## src/rtl/fifo_pkg.sv

```systemverilog
// Shared constants and elaboration-time helpers for the single-clock FIFO family.
package fifo_pkg;

    localparam int FIFO_MODE_STD  = 0;
    localparam int FIFO_MODE_FWFT = 1;

    function automatic int fifo_cap(input int depth);
        return 1 << depth;
    endfunction

    // Almost-full must be reachable and non-zero; almost-empty must sit below capacity.
    function automatic bit fifo_thresh_ok(input int depth, input int af, input int ae);
        return (af > 0) && (af <= fifo_cap(depth)) && (ae >= 0) && (ae < fifo_cap(depth));
    endfunction

endpackage

```

## src/rtl/fifo_sync_mem.sv

```systemverilog
// Simple dual-port RAM: synchronous write, registered read (read-first on collision).
module fifo_sync_mem #(
    parameter int WIDTH = 8,
    parameter int DEPTH = 4
) (
    input  logic             clk,
    input  logic             rst,
    input  logic             wr_en,
    input  logic [DEPTH-1:0] wr_addr,
    input  logic [WIDTH-1:0] wr_data,
    input  logic             rd_en,
    input  logic [DEPTH-1:0] rd_addr,
    output logic [WIDTH-1:0] rd_data
);

    logic [WIDTH-1:0] mem [2**DEPTH];

    always_ff @(posedge clk) begin
        if (wr_en) begin
            mem[wr_addr] <= wr_data;
        end
    end

    // The read register is reset so the FIFO's read data is defined out of reset.
    always_ff @(posedge clk or posedge rst) begin
        if (rst) begin
            rd_data <= '0;
        end else if (rd_en) begin
            rd_data <= mem[rd_addr];
        end
    end

endmodule

```

## src/rtl/fifo_sync_flags.sv

```systemverilog
// Single-clock FIFO with standard or first-word-fall-through read, fill level,
// programmable almost flags, synchronous flush and sticky overflow/underflow.
module fifo_sync_flags
    import fifo_pkg::*;
#(
    parameter int WIDTH     = 8,
    parameter int DEPTH     = 4,
    parameter int FWFT      = FIFO_MODE_STD,
    parameter int AF_THRESH = 2**DEPTH - 1,
    parameter int AE_THRESH = 1
) (
    input  logic             i_clk,
    input  logic             i_rst,
    input  logic             i_Flush,
    input  logic             i_Clr_Err,
    input  logic             i_WR_En,
    input  logic [WIDTH-1:0] i_WR_Data,
    input  logic             i_RD_En,
    output logic [WIDTH-1:0] o_RD_Data,
    output logic             o_RD_Valid,
    output logic             o_Full,
    output logic             o_Empty,
    output logic             o_Almost_Full,
    output logic             o_Almost_Empty,
    output logic [DEPTH:0]   o_Count,
    output logic             o_Overflow,
    output logic             o_Underflow
);

    localparam int             CAP  = fifo_cap(DEPTH);
    localparam logic [DEPTH:0] CAP_C = CAP[DEPTH:0];
    localparam logic [DEPTH:0] AF_C  = AF_THRESH[DEPTH:0];
    localparam logic [DEPTH:0] AE_C  = AE_THRESH[DEPTH:0];
    localparam logic [DEPTH:0] ONE   = {{DEPTH{1'b0}}, 1'b1};

    if (!fifo_thresh_ok(DEPTH, AF_THRESH, AE_THRESH)) begin : g_bad_thresh
        $error("fifo_sync_flags: illegal AF_THRESH/AE_THRESH for this DEPTH");
    end

    logic [DEPTH:0]   wr_ptr, rd_ptr, count;
    logic [DEPTH:0]   wr_ptr_next, rd_ptr_next, count_next;
    logic             wr_acc, rd_acc;
    logic             mem_rd_en;
    logic [DEPTH-1:0] mem_rd_addr;
    logic [WIDTH-1:0] mem_q;

    // Handshake: a write is taken when i_WR_En is high and the FIFO is not full,
    // a read when i_RD_En is high and it is not empty; flush blocks both.
    assign wr_acc = i_WR_En & ~o_Full  & ~i_Flush;
    assign rd_acc = i_RD_En & ~o_Empty & ~i_Flush;

    always_comb begin
        wr_ptr_next = wr_ptr;
        rd_ptr_next = rd_ptr;
        count_next  = count;
        if (i_Flush) begin
            wr_ptr_next = '0;
            rd_ptr_next = '0;
            count_next  = '0;
        end else begin
            if (wr_acc) wr_ptr_next = wr_ptr + ONE;
            if (rd_acc) rd_ptr_next = rd_ptr + ONE;
            count_next = count + {{DEPTH{1'b0}}, wr_acc} - {{DEPTH{1'b0}}, rd_acc};
        end
    end

    always_ff @(posedge i_clk or posedge i_rst) begin
        if (i_rst) begin
            wr_ptr         <= '0;
            rd_ptr         <= '0;
            count          <= '0;
            o_Full         <= 1'b0;
            o_Empty        <= 1'b1;
            o_Almost_Full  <= 1'b0;
            o_Almost_Empty <= 1'b1;
            o_Overflow     <= 1'b0;
            o_Underflow    <= 1'b0;
        end else begin
            wr_ptr         <= wr_ptr_next;
            rd_ptr         <= rd_ptr_next;
            count          <= count_next;
            o_Full         <= (count_next == CAP_C);
            o_Empty        <= (count_next == '0);
            o_Almost_Full  <= (count_next >= AF_C);
            o_Almost_Empty <= (count_next <= AE_C);
            // Setting beats clearing when both happen in one cycle.
            if (i_WR_En & o_Full & ~i_Flush)       o_Overflow <= 1'b1;
            else if (i_Clr_Err)                    o_Overflow <= 1'b0;
            if (i_RD_En & o_Empty & ~i_Flush)      o_Underflow <= 1'b1;
            else if (i_Clr_Err)                    o_Underflow <= 1'b0;
        end
    end

    assign o_Count = count;

    fifo_sync_mem #(
        .WIDTH (WIDTH),
        .DEPTH (DEPTH)
    ) u_mem (
        .clk     (i_clk),
        .rst     (i_rst),
        .wr_en   (wr_acc),
        .wr_addr (wr_ptr[DEPTH-1:0]),
        .wr_data (i_WR_Data),
        .rd_en   (mem_rd_en),
        .rd_addr (mem_rd_addr),
        .rd_data (mem_q)
    );

    if (FWFT == FIFO_MODE_FWFT) begin : g_fwft
        logic             byp_sel;
        logic [WIDTH-1:0] byp_data;

        // The RAM continuously prefetches the next head; a write landing on that
        // slot in the same cycle is not visible to the RAM read, so it is bypassed.
        assign mem_rd_en   = 1'b1;
        assign mem_rd_addr = rd_ptr_next[DEPTH-1:0];

        always_ff @(posedge i_clk or posedge i_rst) begin
            if (i_rst) begin
                byp_sel  <= 1'b0;
                byp_data <= '0;
            end else begin
                byp_sel <= wr_acc && (wr_ptr == rd_ptr_next);
                if (wr_acc && (wr_ptr == rd_ptr_next)) byp_data <= i_WR_Data;
            end
        end

        assign o_RD_Data  = byp_sel ? byp_data : mem_q;
        assign o_RD_Valid = ~o_Empty;
    end else begin : g_std
        logic valid_q;

        assign mem_rd_en   = rd_acc;
        assign mem_rd_addr = rd_ptr[DEPTH-1:0];

        always_ff @(posedge i_clk or posedge i_rst) begin
            if (i_rst) valid_q <= 1'b0;
            else       valid_q <= rd_acc;
        end

        assign o_RD_Data  = mem_q;
        assign o_RD_Valid = valid_q;
    end

endmodule

```

## config.mk

```make
export PLATFORM = sky130hd
export DESIGN_NAME = fifo_sync_flags
export DESIGN_NICKNAME = d
export VERILOG_FILES = /design/src/rtl/fifo_pkg.sv /design/src/rtl/fifo_sync_mem.sv /design/src/rtl/fifo_sync_flags.sv
export SDC_FILE = /design/constraint.sdc
export NUM_CORES = 1
export LEC_CHECK = 0
export BUFFER_PORTS_ARGS = -buffer_cell sky130_fd_sc_hd__clkbuf_2
export CAP_MARGIN = 20
export CORE_MARGIN = 4
export CORE_UTILIZATION = 55
export CTS_BUF_LIST = sky130_fd_sc_hd__clkbuf_2
export CTS_CLUSTER_SIZE = 16
export DETAILED_ROUTE_END_ITERATION = 7
export PLACE_DENSITY = 0.73
export SETUP_SLACK_MARGIN = 0.2
export SYNTH_ARGS = -nofsm -noshare
export SYNTH_HDL_FRONTEND = slang
export SYNTH_SLANG_ARGS = --single-unit
```

## constraint.sdc

```tcl
create_clock -name i_clk -period 2.9 [get_ports i_clk]
set_input_delay 0.435 -clock i_clk [delete_from_list [all_inputs] [get_ports i_clk]]
set_output_delay 0.435 -clock i_clk [all_outputs]
set_load 0.05 [all_outputs]
```

# [Yosys cells after proc, flatten, opt, wreduce, memory -nomap -nowiden]
# Memory sizes are Yosys's and may differ from the RTL's. A register that Yosys moved wholly into a read port is not among the register bits.
# Cells that the tools add are included.
[totals] reg_bits=22 mem_bits_rw=128 in_bits=14 out_inout_bits=20 wordCells=44 n_memories=1
[op_classes] n_addsub=4 order_cmp=2 eq_ne=1 mux=10 bitwise=11 reduce_logical=5
[mem_list] name="u_mem.mem" depth=16 word_bits=8 read_ports=1 rd_clocked_by_memory_dff=1 write_ports=1 line_no="fifo_sync_mem.sv:16" rtl="logic [WIDTH-1:0] mem [2**DEPTH];"
[ops] operator="5-bit 2-to-1 mux" n=5
[ops] operator="5-bit by 1-bit adder with 5-bit output, second input constant" n=2
[ops] operator="1-bit bitwise AND" n=8
[ops] operator="2-bit nonzero test" n=4
[ops] operator="5-bit by 1-bit adder with 5-bit output" n=1
[ops] operator="5-bit equality test, second input constant" n=1
[ops] operator="5-bit by 4-bit greater-or-equal comparator with 1-bit output, second input constant" n=1
[ops] operator="5-bit by 1-bit <= comparator with 1-bit output, second input constant" n=1
[ops] operator="5-bit zero test" n=1
[ops] operator="1-bit 2-to-1 mux" n=5
[ops] operator="5-bit by 1-bit subtractor with 5-bit output" n=1
[ops] operator="1-bit inverter" n=3

# [Logic depth before layout (Yosys ltp)]
[logic_depth] word_depth=7 mapped_depth=12 depth_no_buf=11

# [Modules after synthesis]
# A second synthesis with hierarchy kept.
[unflattened] cells_unflattened=332 area_unflattened_um2=6324.8
[by_module_without_submodules] module="fifo_sync_mem" n_inst=1 cells_each=241 area_each_um2=5335.1 seq_area_each_um2=4043.9
[by_module_without_submodules] module="fifo_sync_flags" n_inst=1 cells_each=91 area_each_um2=989.7 seq_area_each_um2=503.0

# [Worst setup path before layout]
# OpenSTA, ideal clock, no wires.
[synth_path] path_type="register to register" startpoint="register o_Full" endpoint="register o_Empty" setup_time_ns=0.091 t_arrival_ns=2.647 required_time_ns=2.809 slack_ns=0.162 path_stages_with_launch=12 synth_period_minus_slack_ns=2.738 cell_sequence="dfrtp_1 -> nor3b_1 -> inv_1 -> ha_1 -> inv_1 -> ha_1 -> inv_1 -> fa_1 -> xnor2_1 -> nor4b_1 -> mux2i_1 -> o31ai_1"
[synth_via] elab_chain_cells=7
[synth_rtl] item="from (decl)" line_no="fifo_sync_flags.sv:21" rtl="output logic o_Full,"
[synth_rtl] item="from (signal assigned)" line_no="fifo_sync_flags.sv:82" rtl="o_Full <= (count_next == CAP_C);"
[synth_rtl] item="1-bit inverter" line_no="fifo_sync_flags.sv:49" rtl="assign wr_acc = i_WR_En & ~o_Full & ~i_Flush;"
[synth_rtl] item="1-bit bitwise AND (2 in series)" line_no="fifo_sync_flags.sv:49"
[synth_rtl] item="5-bit by 1-bit adder with 5-bit output" line_no="fifo_sync_flags.sv:63" rtl="count_next = count + {{DEPTH{1'b0}}, wr_acc} - {{DEPTH{1'b0}}, rd_acc};"
[synth_rtl] item="5-bit by 1-bit subtractor with 5-bit output" line_no="fifo_sync_flags.sv:63"
[synth_rtl] item="5-bit 2-to-1 mux" line_no="fifo_sync_flags.sv:56" rtl="if (i_Flush) begin"
[synth_rtl] item="5-bit zero test" line_no="fifo_sync_flags.sv:83" rtl="o_Empty <= (count_next == '0);"
[synth_rtl] item="to (signal assigned)" line_no="fifo_sync_flags.sv:83"
[synth_rtl] item="to (decl)" line_no="fifo_sync_flags.sv:22" rtl="output logic o_Empty,"
# Every way passes these cells.
# A chain may end at the register's enable or synchronous reset.

# [Worst setup path in the final report]
[layout_path] startpoint="register o_Empty" endpoint="register o_Empty"
[layout_via] elab_chain_cells=6
[layout_rtl] item="1-bit inverter" line_no="fifo_sync_flags.sv:50" rtl="assign rd_acc = i_RD_En & ~o_Empty & ~i_Flush;"
[layout_rtl] item="1-bit bitwise AND (2 in series)" line_no="fifo_sync_flags.sv:50"
[layout_rtl] item="named net mem_rd_en" line_no="fifo_sync_flags.sv:43" rtl="logic mem_rd_en;"
[layout_rtl] item="5-bit by 1-bit subtractor with 5-bit output" line_no="fifo_sync_flags.sv:63"
[layout_rtl] item="5-bit 2-to-1 mux" line_no="fifo_sync_flags.sv:56"
[layout_rtl] item="5-bit zero test" line_no="fifo_sync_flags.sv:83"
# The timed path passes the listed nets, and every way through them passes these cells.

==> metrics.md <==
| Metric | Value |
|---|---|
| Cells on worst reg2reg path | 11 |
| Worst-Skew Late Latency | 670 ps |
| Fillers | 821 |
| EDFF count, synth | between 100 and 150 |
| H-tree levels | 4 |
| Top cells by count, synth | edfxtp_1 (128), mux2i_1 (39), dfrtp_1 (26), nor2_1 (26), inv_1 (14) |
| Clock Skews | 23.8 ps |
| Grt ovf | 0 |
| Number of DRC markers in iteration 0 | 236 |
| Synth Register Bits | 156 |
| Register area | 0.00455 mm^2 |
| Crit path capture type | flip-flop |
| Reg2reg start | o_Empty$_DFF_PP1_ |
| P&R area growth vs syn | 13.7% |
| Final period utilization | between 90 and 100% |
| Clock-pin slew on the worst setup and hold paths | 220 ps |
| Max Root-Sink Buffers | 2 |
| First-pass GRT wire length | 19200 um |
| Rel. slew slack | 47.6% |
| Post-Synthesis Mean Instance Area | 17.0 um^2 |
| Worst min path class | primary input to flip-flop |
| Largest net degree at the start of global routing | 25 |
| Slew Limit Fails | 0 |
| Layout cells sized above 1 | between 20% and 30% |
| Core Region | 0.0114 mm^2 |
| Diodes inserted | 0 |
| 1st-pass router iterations | 6 |
| Placement Setup Slack | -53.1 ps |
| Initial Util | 56.0% |
| HP Start | i_WR_Data[0] |
| Yosys cell types | 45 |
| Min Tclk post-route | around 2600 ps |
| Multi-input logic area | 0.00176 mm^2 |
| Count leader, synth | edfxtp_1 |
| Worst setup margin | 278 ps |
| Hold path endpoint | u_mem.mem[9][0]$_DFFE_PP_ |
| Ys async rst share | 17.9% |
| Final hold vios | 0 |
| FF-to-FF End | o_Empty$_DFF_PP1_ |
| Max FO, Critical Path | 3 |
| # setup viols final | 0 |
| Leading area contributor after synthesis | edfxtp_1 |
| Status | finished clean |
| CTS tree | done |
| I/O pin cnt | 34 |
| Die X | 116 um |
| Reg2reg setup slack | 280 ps |
| Post-Syn Nets | 400 |
| Clock Tree Root | clkbuf_2 |
| Largest cells by area after synthesis | edfxtp_1 (60%), dfrtp_1 (10%), mux2i_1 (6.1%) |
| Area fraction of the dominant cell type after synthesis | 60.1% |
| RSZ-0062 raised after global routing | yes |
| Synth Instances | ~380 |
| Ys flop type | edfxtp_1 |
| Hold Path Cell Cnt | 1 |
| Via Count | 3432 |
| Die area | between 0.01 and 0.015 mm^2 |
| Max-Cap Viols | 0 |
| Via/cell ratio | 5.73 |
| DR DRC count | 0 |
| Required @ worst endpoint | 3500 ps |
| Total global-route track usage | 19.9% |
| Arrival time at the worst endpoint | 3220 ps |
| # clock sinks | 156 |
| Die H | 116 um |
| Port bufs | 33 |
| Sequential area share after synthesis | 71.1% |
| CP Class | flip-flop to flip-flop |
| Placer Congestion | 0.833 |
| Number of synthesis warnings | 0 |
| Mapped Area | 0.00639 mm^2 |
| Final WL | approximately 12000 um |
| Nets | 468 |
| Peak Freq | 381 MHz |
| Row count | 39 |
| Post-DP HPWL | around 8000 um |
| Initial antenna violation count | 0 |
| Total power divided by cell area | 778 mW/mm^2 |
| Setup TNS | 0 ps |
| Startpoint Class | flip-flop |
| Routed Antenna Nets | 0 |
| Worst Max-Slew Pin Slew | 785 ps |
| Vias in the first global route | around 3500 |
| Worst VDD drop | 635 uV |
| Wire per inst | 20.5 um |
| TritonCTS Buffers | 17 |
| LEAKAGE | 2.56 nW |
-- sequential cells by signal, indices dropped and copies added, names as in the netlist --
register and cells:
o_Almost_Full 1, o_Underflow 1, wr_ptr 4, u_mem.rd_data 8
o_Empty 1, u_mem.mem 128, o_Full 1, o_Count 5
o_Almost_Empty 1, o_Overflow 1, rd_ptr 4, o_RD_Valid 1
-- through the flow --
stage          std cells  hold slack, ps  area (um^2)  power, W  util [%]
3_5_place_dp         558             489         6850   0.00430      59.9
4_1_cts              594            2.45         7180   0.00562      62.9
6_report             599             151         7270   0.00565      63.7
2_1_floorplan        375             499         6400   0.00392         -
5_1_grt              599            61.2         7270   0.00594      63.7
3_3_place_gp         558             489         6850   0.00425      59.9
-- metal layers --
layer  share of wire, %  track usage, %  wire length [um]  up-vias
li1                   -               -                 -     1593
met1                 43            25.8              5230     1727
met2                 51            32.9              6240       93
met3                4.8            5.17               594       19
met4                1.7            6.81               207        0
met5                  0               0                 0        -
-- cells in the final DEF (no fill, tap or decap), drive strengths merged, types with 2 or more instances in the layout --
master       Yosys  final
a32oi            6      6
bufinv           0      4
a21o             2      2
xor2             7      7
nor2b            6      6
o31ai            2      2
a22o             2      2
a21oi            4      4
a32o             2      2
nand4            3      3
dfstp            2      2
nor3             7      7
nor2            27     27
mux2i           39     39
inv             14     15
nand2           10     10
xnor2            5      5
mux4            17     17
dlygate4sd3      0      5
clkinv           0      9
dfrtp           26     26
nand3            3      3
o21ai            8      8
edfxtp         128    128
a22oi           12     12
nand2b           2      2
ha              10     10
buf             12     29
clkbuf           6     50
-- cells by family (layout without fill, tap and decap cells) --
logic type | Yosys count | after routing | share of synthesized area, %
AND/OR/NAND/NOR | 65 | 65 | 5.01
buffers and inverters | 32 | 113 | 2.39
multiplexers | 57 | 57 | 12.7
XOR/XNOR | 12 | 12 | 1.64
adder cells (fa/ha/maj) | 11 | 11 | 2.27
AO/OA/AOI/OAI | 42 | 42 | 4.82
flip-flops | 156 | 156 | 71.1
-- critical path, stage by stage, from the launching register on --
cell     delay [ps]
dfstp_2         420
or3b_4          410
inv_4            80
ha_4            200
inv_4            50
ha_4            120
inv_2            40
fa_2            400
xnor2_2         160
nor4b_2         270
mux2i_1         160
o31ai_1         250
-- what timing repair did --
item	4_1_cts	5_1_grt
hold buffers	4	1
setup buffers	0	4
resized for setup	2	11
pin swaps	0	6
endpoints found under the setup margin	2	3
endpoints found under the hold margin	20	1
-- area by class of cell --
type	instances	area share, %
timing repair buffer	67	6.13
multi-input combinational	187	24.2
sequential	156	62.6
clock buffer	17	1.17
clock inverter	15	2.72
tap	143	2.46
inverter	14	0.792
-- report_power, final --
| group | leakage (nW) | switching [W] | internal (W) |
|---|---|---|---|
| Clock | 0.167 | 0.000742 | 0.000568 |
| Sequential | 1.51 | 0.000141 | 0.00260 |
| Combinational | 0.884 | 0.00102 | 0.000586 |
-- worst max path at each step --
stage,to,slack (ps),start,depth (start not counted)
6_report,o_Empty$_DFF_PP1_,280,o_Empty$_DFF_PP1_,11
5_1_grt,o_Empty$_DFF_PP1_,100,o_Full$_DFF_PP0_,11
4_1_cts,o_Empty$_DFF_PP1_,250,o_Empty$_DFF_PP1_,11
3_5_place_dp,o_Full$_DFF_PP0_,-50,i_Flush,11
3_3_place_gp,o_Empty$_DFF_PP1_,180,i_Flush,11
2_1_floorplan,o_Empty$_DFF_PP1_,220,i_Flush,11
Power figures use the tool's default switching activity.
